===== src/rtl/rv32i_types.sv =====
// rtl/rv32i_types.sv - shared front-end types for the fetch stage and predictor
//
// Purpose: common types used by fetch_pc_unit and fetch_queue.
//   GHR_SIZE_BITS       - global history width shared with the branch predictor
//   fetch_queue_entry_t - one fetched instruction plus its prediction context
//   fetch_state_t       - fetch request FSM states
package rv32i_types;

  localparam int GHR_SIZE_BITS = 10;

  typedef struct packed {
    logic [31:0]              inst;
    logic [31:0]              pc;
    logic                     pred_taken;
    logic [31:0]              pred_target;
    logic [GHR_SIZE_BITS-1:0] ghr;
  } fetch_queue_entry_t;

  typedef enum logic [1:0] {
    REQ,
    WAIT,
    DROP
  } fetch_state_t;

endpackage


===== src/rtl/fetch_queue.sv =====
// rtl/fetch_queue.sv - circular fetch queue with flush
//
// Purpose: FIFO of fetch_queue_entry_t between fetch and decode.
// Ports:
//   clk, rst   - clock, asynchronous active-low reset
//   flush      - drop every entry (pointers return to zero)
//   enq        - write enq_data at the tail
//   enq_data   - entry to write
//   deq        - advance the head
//   empty/full - occupancy flags
//   head       - entry at the head (all zero after reset)
module fetch_queue
  import rv32i_types::*;
#(
  parameter int DEPTH = 4
) (
  input  logic               clk,
  input  logic               rst,
  input  logic               flush,
  input  logic               enq,
  input  fetch_queue_entry_t enq_data,
  input  logic               deq,
  output logic               empty,
  output logic               full,
  output fetch_queue_entry_t head
);

  localparam int IDX_W = $clog2(DEPTH);

  // One extra pointer bit distinguishes full from empty when indices match.
  logic [IDX_W:0]     wptr;
  logic [IDX_W:0]     rptr;
  fetch_queue_entry_t mem [DEPTH];

  assign empty = (wptr == rptr);
  assign full  = (wptr[IDX_W] != rptr[IDX_W]) &&
                 (wptr[IDX_W-1:0] == rptr[IDX_W-1:0]);
  assign head  = mem[rptr[IDX_W-1:0]];

  always_ff @(posedge clk or negedge rst) begin
    if (!rst) begin
      wptr <= '0;
      rptr <= '0;
      for (int i = 0; i < DEPTH; i++) begin
        mem[i] <= '0;
      end
    end else if (flush) begin
      wptr <= '0;
      rptr <= '0;
    end else begin
      if (enq) begin
        mem[wptr[IDX_W-1:0]] <= enq_data;
        wptr                 <= wptr + (IDX_W+1)'(1);
      end
      if (deq) begin
        rptr <= rptr + (IDX_W+1)'(1);
      end
    end
  end

endmodule


===== src/rtl/fetch_pc_unit.sv =====
// rtl/fetch_pc_unit.sv - fetch PC register, imem request FSM and fetch queue
//
// Purpose: holds the fetch PC, issues one instruction read at a time and
// queues returned instructions with their prediction for decode.
// Ports:
//   clk, rst                       - clock, asynchronous active-low reset
//   pc_at_fetch                    - current fetch PC to the predictor
//   pcout_at_fetch                 - predicted next PC
//   branch_pred_fetch, ghr         - predictor taken flag and global history
//   imem_addr, imem_rmask          - read request (rmask 4'hF for one cycle)
//   imem_rdata, imem_resp          - read response
//   redirect_valid, redirect_pc    - flush/mispredict redirect from the ROB
//   fq_valid, fq_ready             - head handshake towards decode
//   fq_inst, fq_pc, fq_pred_target,
//   fq_pred_taken, fq_ghr          - head entry fields
module fetch_pc_unit
  import rv32i_types::*;
#(
  parameter logic [31:0] RESET_PC = 32'h1eceb000,
  parameter int          FQ_DEPTH = 4,
  parameter int          GHR_BITS = GHR_SIZE_BITS
) (
  input  logic                clk,
  input  logic                rst,
  output logic [31:0]         pc_at_fetch,
  input  logic [31:0]         pcout_at_fetch,
  input  logic                branch_pred_fetch,
  input  logic [GHR_BITS-1:0] ghr,
  output logic [31:0]         imem_addr,
  output logic [3:0]          imem_rmask,
  input  logic [31:0]         imem_rdata,
  input  logic                imem_resp,
  input  logic                redirect_valid,
  input  logic [31:0]         redirect_pc,
  output logic                fq_valid,
  input  logic                fq_ready,
  output logic [31:0]         fq_inst,
  output logic [31:0]         fq_pc,
  output logic [31:0]         fq_pred_target,
  output logic                fq_pred_taken,
  output logic [GHR_BITS-1:0] fq_ghr
);

  fetch_state_t       state;
  fetch_state_t       state_next;
  logic [31:0]        pc;
  logic [31:0]        pc_next;
  logic               issue;
  logic               enq;
  logic               deq;
  logic               q_empty;
  logic               q_full;
  fetch_queue_entry_t enq_entry;
  fetch_queue_entry_t head;

  always_ff @(posedge clk or negedge rst) begin
    if (!rst) begin
      state <= REQ;
      pc    <= RESET_PC;
    end else begin
      state <= state_next;
      pc    <= pc_next;
    end
  end

  // A redirect never cancels a request issued the same cycle; the stale
  // response must still be drained, hence REQ -> DROP. In WAIT/DROP a
  // response arriving with the redirect is simply consumed.
  always_comb begin
    state_next = state;
    issue      = 1'b0;
    enq        = 1'b0;
    case (state)
      REQ: begin
        if (!q_full) begin
          issue      = 1'b1;
          state_next = redirect_valid ? DROP : WAIT;
        end
      end
      WAIT: begin
        if (redirect_valid) begin
          state_next = imem_resp ? REQ : DROP;
        end else if (imem_resp) begin
          enq        = 1'b1;
          state_next = REQ;
        end
      end
      DROP: begin
        if (imem_resp) begin
          state_next = REQ;
        end
      end
      default: state_next = REQ;
    endcase
  end

  always_comb begin
    pc_next = pc;
    if (redirect_valid) begin
      pc_next = redirect_pc;
    end else if (enq) begin
      pc_next = pcout_at_fetch;
    end
  end

  assign pc_at_fetch = pc;
  assign imem_addr   = pc;
  // State sits at REQ during reset, so the request is also gated by rst.
  assign imem_rmask  = (issue && rst) ? 4'hF : 4'h0;

  assign deq = !q_empty && fq_ready && !redirect_valid;

  always_comb begin
    enq_entry             = '0;
    enq_entry.inst        = imem_rdata;
    enq_entry.pc          = pc;
    enq_entry.pred_taken  = branch_pred_fetch;
    enq_entry.pred_target = pcout_at_fetch;
    enq_entry.ghr         = GHR_SIZE_BITS'(ghr);
  end

  fetch_queue #(
    .DEPTH (FQ_DEPTH)
  ) u_fetch_queue (
    .clk      (clk),
    .rst      (rst),
    .flush    (redirect_valid),
    .enq      (enq),
    .enq_data (enq_entry),
    .deq      (deq),
    .empty    (q_empty),
    .full     (q_full),
    .head     (head)
  );

  assign fq_valid       = !q_empty;
  assign fq_inst        = head.inst;
  assign fq_pc          = head.pc;
  assign fq_pred_target = head.pred_target;
  assign fq_pred_taken  = head.pred_taken;
  assign fq_ghr         = GHR_BITS'(head.ghr);

endmodule


===== config.mk =====
export PLATFORM = sky130hd
export DESIGN_NAME = fetch_pc_unit
export DESIGN_NICKNAME = d
export VERILOG_FILES = /design/src/rtl/rv32i_types.sv /design/src/rtl/fetch_queue.sv /design/src/rtl/fetch_pc_unit.sv
export SDC_FILE = /design/constraint.sdc
export NUM_CORES = 1
export LEC_CHECK = 0
export ABC_AREA = 1
export CAP_MARGIN = 20
export CELL_PAD_IN_SITES_DETAIL_PLACEMENT = 1
export CELL_PAD_IN_SITES_GLOBAL_PLACEMENT = 2
export CORE_MARGIN = 2
export CORE_UTILIZATION = 35
export CTS_BUF_LIST = sky130_fd_sc_hd__clkbuf_8
export CTS_CLUSTER_DIAMETER = 120
export DETAILED_ROUTE_END_ITERATION = 6
export PLACE_DENSITY_LB_ADDON = 0.08
export SYNTH_ARGS = -nofsm -noshare
export SYNTH_HDL_FRONTEND = slang
export SYNTH_HIERARCHICAL = 1
export SYNTH_SLANG_ARGS = --single-unit

===== constraint.sdc =====
create_clock -name clk -period 3.9 [get_ports clk]
set_clock_uncertainty 0.05 [all_clocks]
set_input_delay 0.975 -clock clk [delete_from_list [all_inputs] [get_ports clk]]
set_output_delay 0.975 -clock clk [all_outputs]
set_load 0.005 [all_outputs]

# Yosys cells after proc, flatten, opt, wreduce, memory -nomap -nowiden
# Index checks and enable logic that the tools add are counted.
# word_totals
mem_bits_rw,0
mem_count,0
regBits,468
mem_bits_ro,0
inputBits,112
wordCells,73
latch_bits,0
output_inout_bits,176
# classes
n_div,0
shifts,0
reduce_logical,11
addsub,2
n_mul,0
muxes,24
order_cmp,3
n_bitwise,3
n_eq_ne,6
# op_table
cell,n
$bwmux W428,1
$mux W107,3
$bmux W107 S2,1
$demux W107 S2,1
$mux W32,2
$mux W3,4
$mux W2,5
$add A3 B1 Y3 const B,2
$ge A3 B3 Y1 const B,2
$not A2 Y3,2
$pmux W2 S3,1
$logic_and A1 B1 Y1,5
$mux W1,5
$mux W4,1
$reduce_bool A2 Y1,2
$eq A3 B3 Y1,1
$lt A3 B1 Y1 const B,1
$eq A2 B1 Y1 const B,1
$eq A2 B2 Y1,1
$eq A2 B2 Y1 const B,1
$logic_not A1 Y1,2
$logic_not A2 Y1,1
$ne A2 B2 Y1 const B,1
$reduce_and A2 Y1,1
2 further kinds,2

# Depth between registers and ports, before layout
# Gate-level depths: netlist of the first run.
# logic_depth
word_depth,6
depth_mapped,13
mapped_depth_nobuf,11

# Hierarchy
# The synthesis of the first run kept the hierarchy.
# by_module_without_submodules
module,instances,cells_per_inst,seq_area_each_um2,area_per_inst_um2
fetch_queue,1,2895,10860.4,20958.9
fetch_pc_unit,1,300,865.8,2112.0

# Worst setup path before layout of the first run
# Ideal clock, no wire load.
# synth_timing
kind,register to output
startpoint,register u_fetch_queue.rptr[0]
endpoint,output port imem_rmask[1]
stages_incl_launch_ff,12
n_path_buf,3
setup_slack_ns,1.464
arrival_ns,1.411
required_ns,2.875
cell_sequence,dfrtp_1 -> buf_2 -> clkbuf_1 -> inv_1 -> nand2_1 -> nand2_1 -> nand2_1 -> nor2_1 -> inv_1 -> nand2_1 -> nor2_1 -> buf_4
# synth_between
elab_chain_cells,6
# synth_lines
item,line,rtl
"start, declared",fetch_queue.sv:32,logic [IDX_W:0] rptr;
"start signal, assigned",fetch_queue.sv:56,rptr <= rptr + (IDX_W+1)'(1);
$eq A2 B2 Y1,fetch_queue.sv:37,(wptr[IDX_W-1:0] == rptr[IDX_W-1:0]);
$logic_and A1 B1 Y1,fetch_queue.sv:36,assign full = (wptr[IDX_W] != rptr[IDX_W]) &&
named net q_full,fetch_pc_unit.sv:52,logic q_full;
$mux W1,fetch_pc_unit.sv:75,if (!q_full) begin
$mux W1,fetch_pc_unit.sv:73,case (state)
$logic_and A1 B1 Y1,fetch_pc_unit.sv:109,assign imem_rmask = (issue && rst) ? 4'hF : 4'h0;
$mux W4,fetch_pc_unit.sv:109,
"end, declared",fetch_pc_unit.sv:30,"output logic [3:0] imem_rmask,"
# The timed path passes the listed nets, and every way through them passes these cells.

# Worst setup path after layout of the first run
# layout_timing
startpoint,register u_fetch_queue.rptr[0]
endpoint,output port fq_pc[6]
# layout_between
elab_chain_cells,4
# layout_lines
item,line,rtl
$not A2 Y3 (implied by the code),fetch_queue.sv:38,assign head = mem[rptr[IDX_W-1:0]];
$bmux W107 S2,fetch_queue.sv:38,
$mux W107 (implied by the code) (2 in a row),fetch_queue.sv:38,
"end, declared",fetch_pc_unit.sv:38,"output logic [31:0] fq_pc,"
# Every way passes these cells. The select of a mux whose other input is x is not followed.

==> results by group, run 1 <==
Power
  • Leakage: 14.5 nW
  • Worst vdd ir: 0.321 mV
  • PD cells: 490 mW/mm^2
  • Design Power: 0.0139 W

Floorplanning
  • Die area: 0.0680 sq mm
  • Die height: 261 um
  • Starting density of the core: 35.2%
  • Core area: 0.0655 sq mm
  • I/O pin cnt: 288
  • Die width: 261 um
  • Num rows: 94

Detailed routing
  • Via count: 20692
  • Routed length per instance: 17.8 um
  • DR pass1 iterations: 5
  • Vias per Instance: 4.76
  • Final WL: 77500 um
  • Post-route DRC: 0
  • Iteration-0 DRC Markers: 1170
  • Post-DRT Antenna Nets: 0

Placement
  • Port buffer count: 287
  • Area post-placement: 0.0265 sq mm
  • Hpwl dp: 47400 um
  • Placer Congestion: 0.757
  • Placed Cells incl. Taps: 4176

Critical path
  • Critical Path Max Stage Delay: 0.63 ns
  • Req. time, crit path: 2.87 ns
  • Worst setup EP type: output pin
  • CP Cell Sequence: buf_12, nor2_1, nor2_1, nand2_1, nand2_1, clkdlybuf4s50_1
  • Setup Crit Path Kind: reg -> out
  • Arrival @ worst endpoint: 2.65 ns
  • Critical path's slowest cell: dfrtp_4
  • Maximum fanout along the worst path: 94
  • Startpoint types: flip-flop

Logic synthesis
  • Mapped Avg Cell Area: 7.22 sq um
  • Mapped cell area: 0.0231 sq mm
  • #FFs+latches synth: 468
  • Syn Nets: 3312
  • Cells after Synth: 3195
  • Synth unique cells: 23
  • Cell accounting for the most synthesized area: dfrtp_1
  • Yosys Warn Count: 6
  • Sequential area share after synthesis: 50.8%
  • Top-area cell type share of the netlist area: 49.5%
  • Top post-synthesis cells by area: dfrtp_1 49%, nand2_1 27%, inv_1 3.7%

Global routing
  • Pin count of the biggest net entering global routing: 166
  • First-pass GRT wire length: 123000 um
  • Tot GR Track Use: 23.1%
  • Initial antenna violation count: 6
  • Total gr overflow: 0
  • Vias in the first global route: 22169

Timing
  • Tmin final: 3.67 ns
  • Hold Vio Cnt, Final: 0
  • Fmax: 272 MHz
  • Slew Viols, Final: 0
  • Slew HR: 25.5%
  • Final setup viols: 0
  • Final worst path period share: 94.2%
  • Setup TNS: 0 ns
  • RSZ-0062 raised after global routing: false
  • Worst-margin pin slew: 1.12 ns

Clock tree
  • Max Buffers Root-to-Sink: 3
  • CTS Sinks: 468
  • Worst-Skew Late Latency: 0.67 ns
  • Number of H-tree levels: 3
  • Root Buffer: clkbuf_8
  • Worst-path clk slew: 0.06 ns
  • CTS buffer count: 90
  • CTS tree: done

Job
  • Max-Cap Viols: 0

Final layout
  • Share of cells above drive strength 1: 8.95%
  • Filler-free cell count of the finished design: 4344
  • P&R area growth vs syn: 22.7%
  • Final Util: 43.2%
  • Post-layout instance area: 0.0283 sq mm
  • Final #Nets: 3522

Run status
  • Status: complete, no violations

Hold path
  • Path type of the worst min-delay path: in -> async
==> cells in the mapped netlist <==
master and number:
buf_2 76, xnor2_1 2, o21ai_0 109, a21oi_1 4, clkbuf_1 52, dfstp_2 12, dfrtp_1 456, nand2_1 1677
o21ai_2 1, buf_4 67, or2_2 107, buf_1 9, ha_1 5, inv_1 225, xor2_1 1, nand2_2 5
nand3b_1 1, buf_6 8, nor2_1 224, nor2_2 2, nand3_1 142, inv_2 6, nor2_4 4
==> path summary, 6_finish.rpt <==
| kind | from | end | slack [ns] | depth (start not counted) |
|---|---|---|---|---|
| setup / recovery | u_fetch_queue/rptr[0] | fq_pc[6] | 0.23 | 6 |
| hold / removal | rst | u_fetch_queue/mem[85] | 0.36 | 2 |
| setup reg to reg | state[1] | u_fetch_queue/mem[164] | 1.75 | 9 |
| hold reg to reg | u_fetch_queue/mem[326] | u_fetch_queue/mem[326] | 0.42 | 2 |
| max in group asynchronous | rst | u_fetch_queue/mem[20] | 1.82 | 3 |
| min in group clk | u_fetch_queue/mem[326] | u_fetch_queue/mem[326] | 0.42 | 2 |
==> metal layers <==
layer | up-vias | wire, um | global-route usage [%]
met2 | 359 | 35900 | 38.0
li1 | 9936 | - | -
met4 | 4 | 1780 | 6.81
met5 | - | 26 | 0
met1 | 10273 | 36600 | 31.5
met3 | 120 | 3230 | 3.68
==> where the power goes <==
group / internal [W] / switching, W / total, W
Clock: 0.00267 / 0.00220 / 0.00487
Sequential: 0.00540 / 0.000361 / 0.00576
Combinational: 0.00176 / 0.00148 / 0.00324
Total: 0.00983 / 0.00404 / 0.0139
==> worst max-delay path, delay by kind of cell, from the launching register on <==
| family | cells | cell delay [ns] |
|---|---|---|
| buffers and inverters | 2 | 0.88 |
| flip-flops | 1 | 0.63 |
| AND/OR/NAND/NOR | 4 | 0.39 |
==> timing repair <==
action                     CTS  global route
setup endpoints to repair   74            27
buffers inserted             0             1
hold buffers                 0             0
gates resized for setup      5             4
==> flip-flops by register name, summed over array words and instances, names as in the netlist <==
register and count:
state 2, u_fetch_queue/wptr 3, u_fetch_queue/rptr 3, imem_addr 32
u_fetch_queue/mem 428
==> cell families after synthesis <==
| group | synth area share (%) |
|---|---|
| buffers and inverters | 8.97 |
| adders and majority gates | 0.271 |
| xor gates and xnor gates | 0.114 |
| AOI/OAI and AO/OA | 2.49 |
| DFF | 50.8 |
| and+or+nand+nor | 37.3 |
==> stage by stage <==
stage	setup WS, ns	hold WS [ns]
after floorplan	1.46	0.391
after global placement	0.612	0.404
after detailed placement	0.589	0.407
after CTS	0.0269	0.422
after global routing	0.0607	0.435
final	0.226	0.360
==> cell usage in the layout (no fill, tap or decap), types with 4 or more instances in the layout <==
cell | netlist | final
clkdlybuf4s50_1 | 0 | 285
inv_2 | 6 | 5
clkinvlp_4 | 0 | 4
inv_1 | 225 | 262
nand2_1 | 1677 | 1677
clkinv_2 | 0 | 5
diode_2 | 0 | 4
nor2_1 | 224 | 223
buf_12 | 0 | 23
dfrtp_1 | 456 | 454
nand3_1 | 142 | 142
or2_2 | 107 | 107
dfstp_2 | 12 | 12
buf_4 | 67 | 17
o21ai_0 | 109 | 109
ha_1 | 5 | 5
nor2_4 | 4 | 5
a21oi_1 | 4 | 4
clkbuf_8 | 0 | 117
==> area by class of cell <==
cell class	count	area, sq um
sequential	468	11700
clock inverter	46	194
inverter	231	880
tap	864	1080
fill	8054	37200
antenna	4	10.0
multi-input combinational	2284	9310
clock buffer	117	1610
timing repair buffer	330	3500
No activity file was read; power rests on OpenSTA's default activity.
==> inputs of run 2 (changes only) <==
--- a/config.mk
+++ b/config.mk
@@ -10,12 +10,11 @@
 export CELL_PAD_IN_SITES_DETAIL_PLACEMENT = 1
 export CELL_PAD_IN_SITES_GLOBAL_PLACEMENT = 2
 export CORE_MARGIN = 2
-export CORE_UTILIZATION = 35
+export CORE_UTILIZATION = 31
 export CTS_BUF_LIST = sky130_fd_sc_hd__clkbuf_8
 export CTS_CLUSTER_DIAMETER = 120
 export DETAILED_ROUTE_END_ITERATION = 6
 export PLACE_DENSITY_LB_ADDON = 0.08
 export SYNTH_ARGS = -nofsm -noshare
 export SYNTH_HDL_FRONTEND = slang
-export SYNTH_HIERARCHICAL = 1
 export SYNTH_SLANG_ARGS = --single-unit
==> constraint.sdc (replaced) <==
create_clock -name clk -period 3.2 [get_ports clk]
set_clock_uncertainty 0.05 [all_clocks]
set_input_delay 0.8 -clock clk [delete_from_list [all_inputs] [get_ports clk]]
set_output_delay 0.8 -clock clk [all_outputs]
set_load 0.005 [all_outputs]
==> results by group, run 2 <==
Timing
  • Worst-margin pin slew: 0.933 ns (was 1.12 ns)
  • Fmax: 311 MHz
  • Slew Viols, Final: 0 (unchanged)
  • Slew HR: 37.8% (was 25.5%)
  • Hold Vio Cnt, Final: 0 (unchanged)
  • RSZ-0062 raised after global routing: true (was false)
  • Final setup margin: -0.0204 ns (was 0.226 ns)
  • Tmin final: 3.22 ns
  • Final setup viols: 1 (was 0)
  • Final worst path period share: 101%
  • Hold WS: 0.207 ns (was 0.360 ns)
  • Setup TNS: -0.0204 ns (was 0 ns)

Final layout
  • Filler-free cell count of the finished design: 3562 (was 4344)
  • P&R area growth vs syn: 35.5% (was 22.7%)
  • Post-layout instance area: 0.0274 sq mm (was 0.0283 sq mm)
  • Number of flip-flops in the largest register: 428 (unchanged)
  • Share of cells above drive strength 1: 17.3% (was 8.95%)
  • Most common cell after layout, fill and taps aside: nand2_1 (unchanged)
  • Final #Nets: 2749 (was 3522)
  • Leading cell types in the layout, fill and taps excluded: 504 x nand2_1, 454 x dfrtp_1, 312 x o21ai_1 (was 1677 x nand2_1, 454 x dfrtp_1, 285 x clkdlybuf4s50_1)
  • Biggest register: u_fetch_queue.mem (was u_fetch_queue/mem)

Logic synthesis
  • Primary FF master, synth: dfrtp_1 (unchanged)
  • Cell accounting for the most synthesized area: dfrtp_1 (unchanged)
  • Mapped cell area: 0.0203 sq mm (was 0.0231 sq mm)
  • Sequential area share after synthesis: 57.9% (was 50.8%)
  • Mapped Avg Cell Area: 8.70 sq um (was 7.22 sq um)
  • Syn Nets: 2446 (was 3312)
  • Top post-synthesis cells by area: dfrtp_1 56%, o21ai_0 9.5%, nand2_1 9.4% (was dfrtp_1 49%, nand2_1 27%, inv_1 3.7%)
  • #FFs+latches synth: 468 (unchanged)
  • Ys async rst share: 100% (unchanged)
  • EDFF count, synth: 0 (unchanged)
  • Yosys Warn Count: 0 (was 6)
  • Synth unique cells: 24 (was 23)
  • Top-area cell type share of the netlist area: 56.3% (was 49.5%)
  • Synth top cells by count: 508 x nand2_1, 456 x dfrtp_1, 383 x o21ai_0, 264 x o21ai_1, 220 x nor2_1 (was 1677 x nand2_1, 456 x dfrtp_1, 225 x inv_1, 224 x nor2_1, 142 x nand3_1)
  • Cells after Synth: 2329 (was 3195)
  • Count leader, synth: nand2_1 (unchanged)

Power
  • PD cells: 668 mW/mm^2 (was 490 mW/mm^2)
  • Combinational power share: 26.8% (was 23.3%)
  • Clock power share: 32.3% (was 35.1%)
  • Sw Share: 31.9% (was 29.1%)
  • Leakage: 12.9 nW (was 14.5 nW)
  • Sw Pwr: 0.00584 W (was 0.00404 W)
  • Worst vdd ir: 0.294 mV (was 0.321 mV)
  • Sequential share of power: 40.9% (was 41.6%)
  • Pint: 0.0125 W (was 0.00983 W)

Detailed routing
  • Routed length per instance: 22.5 um (was 17.8 um)
  • Post-DRT Antenna Nets: 0 (unchanged)
  • Vias per Instance: 5.01 (was 4.76)
  • Met3 routed wirelength: 3730 um (was 3230 um)
  • Via count: 17835 (was 20692)
  • WL met1: 35400 um (was 36600 um)
  • Post-route DRC: 0 (unchanged)
  • Highest metal used: met5 (unchanged)
  • Met2 WL post-DR: 38800 um (was 35900 um)
  • Iteration-0 DRC Markers: 956 (was 1170)
  • Final WL: 80000 um (was 77500 um)
  • DR pass1 iterations: 5 (unchanged)

Critical path
  • Maximum fanout along the worst path: 13 (was 94)
  • Worst setup EP type: output pin (unchanged)
  • Setup Crit Path Kind: reg -> out (unchanged)
  • Family with the most delay on the worst path: buffers and inverters (unchanged)
  • Critical Path Max Stage Delay: 0.52 ns (was 0.63 ns)
  • Reg2reg start: u_fetch_queue.wptr[0] (was state[1])
  • Startpoint types: flip-flop (unchanged)
  • Flop2flop setup slack: 1.21 ns (was 1.75 ns)
  • Arrival @ worst endpoint: 2.37 ns (was 2.65 ns)
  • CP Cell Sequence: buf_6, buf_6, buf_12, buf_12, buf_16, nor2_1, o22ai_1, dlygate4sd2_1 (was buf_12, nor2_1, nor2_1, nand2_1, nand2_1, clkdlybuf4s50_1)
  • Req. time, crit path: 2.35 ns (was 2.87 ns)
  • Critical R2R Capture: u_fetch_queue.mem[110] (was u_fetch_queue/mem[164])
  • CP Depth: 8 (was 6)
  • Critical path's slowest cell: dfrtp_4 (unchanged)
  • Worst Reg2Reg Path Length in Cells: 6 (was 9)
  • Buffers and inverters on the worst path: 6 (was 2)

Clock tree
  • CTS buffer count: 87 (was 90)
  • CTS Sinks: 468 (unchanged)
  • Root Buffer: clkbuf_8 (unchanged)
  • Worst-path clk slew: 0.06 ns (about the same)
  • CTS tree: done (unchanged)
  • Number of H-tree levels: 3 (unchanged)
  • Max Buffers Root-to-Sink: 3 (unchanged)
  • Worst-Skew Late Latency: 0.69 ns (was 0.67 ns)
  • Hold buffers post-CTS: 0 (unchanged)

Global routing
  • Tot GR Track Use: 23.7% (was 23.1%)
  • First-pass GRT wire length: 120000 um (was 123000 um)
  • Initial antenna violation count: 8 (was 6)
  • Pin count of the biggest net entering global routing: 168 (was 166)
  • Vias in the first global route: 18937 (was 22169)
  • Total gr overflow: 0 (unchanged)

Placement
  • DP Worst Slack: 0.180 ns (was 0.589 ns)
  • Hpwl dp: 43600 um (was 47400 um)
  • Port buffer count: 287 (unchanged)
  • Placer Congestion: 0.731 (was 0.757)
  • Placed Cells incl. Taps: 3311 (was 4176)
  • Area post-placement: 0.0239 sq mm (was 0.0265 sq mm)

Floorplanning
  • Starting density of the core: 31.4% (was 35.2%)
  • Die height: 260 um (was 261 um)
  • I/O pin cnt: 288 (unchanged)
  • Die area: 0.0674 sq mm (was 0.0680 sq mm)
  • Core area: 0.0646 sq mm (was 0.0655 sq mm)
  • Die width: 260 um (was 261 um)
  • Num rows: 93 (was 94)

Job
  • Max-Cap Viols: 0 (unchanged)

Run status
  • Status: finished with violations (was complete, no violations)
  • Violated checks: setup timing

Hold path
  • Path type of the worst min-delay path: in -> async (unchanged)
[run 2: cell count changes after synthesis, moves of 107 or more]
| cell | change |
|---|---|
| nand2_1 | -1169 |
| o21ai_0 | +274 |
| o21ai_1 | +264 |
| nand3_1 | -136 |
| inv_1 | -111 |
| o22ai_1 | +107 |
| or2_2 | -107 |
[run 2: layer usage]
metal  vias to the layer above  global-route usage [%]
li1                       8384                       -
met1                      8947                    30.6
met2                       389                    39.7
met3                       107                    4.65
met4                         8                    7.89
met5                         -                       0
[run 2: power groups by stage]
stage	combinational (W)	clock (W)	sequential, W
floorplan	0.00207	0	0.00737
global placement	0.00464	0	0.00750
detailed placement	0.00470	0	0.00752
CTS	0.00485	0.00612	0.00745
global route	0.00546	0.00638	0.00761
finish	0.00492	0.00592	0.00750
[run 2: cell families after synthesis]
logic type,count (synthesis),share of synthesized area (%)
adders and majority gates,5,0.309
DFF,468,57.9
xor gates and xnor gates,1,0.0432
buffers and inverters,324,7.27
AOI/OAI and AO/OA,787,20.5
and+or+nand+nor,744,14.0
[run 2: through the flow]
stage	util, %	total power (W)
2_1_floorplan	-	0.00944
3_3_place_gp	37.0	0.0121
3_5_place_dp	37.0	0.0122
4_1_cts	41.8	0.0184
5_1_grt	42.5	0.0195
6_report	42.5	0.0183
[run 2: final cells by class]
class / count / area [sq um]
fillers: 7381 / 37100
flip-flops and latches: 468 / 11700
multi-input cells: 1537 / 7650
repair buffers: 420 / 4700
clock buffers: 118 / 1620
well taps: 855 / 1070
inverters: 117 / 470
clock inverters: 41 / 168
diodes: 5 / 12.5
repair inverters: 1 / 11.3
[run 2: repair_timing]
item	CTS	global route
buffers inserted	44	21
gates cloned	26	5
pin swaps	65	58
resized for setup	412	212
setup endpoints to repair	112	72
[run 2: how the worst max path moves through the flow]
stage / start / endpoint / slack (ns)
after floorplan: u_fetch_queue.rptr[0] / fq_inst[0] / 1.02
after global placement: u_fetch_queue.rptr[0] / fq_pc[29] / 0.15
after detailed placement: u_fetch_queue.rptr[0] / fq_pc[29] / 0.18
after CTS: u_fetch_queue.rptr[0] / fq_pred_target[4] / -0.22
after global routing: u_fetch_queue.rptr[0] / fq_pred_target[22] / -0.09
final: u_fetch_queue.rptr[0] / fq_pred_target[22] / -0.02
[run 2: worst register-to-register path: stages (launching register included)]
cell and delay [ns]:
dfrtp_1 0.42, inv_1 0.15, ha_1 0.29, nand2_8 0.32, buf_12 0.35, nand2_1 0.19, o21ai_1 0.11
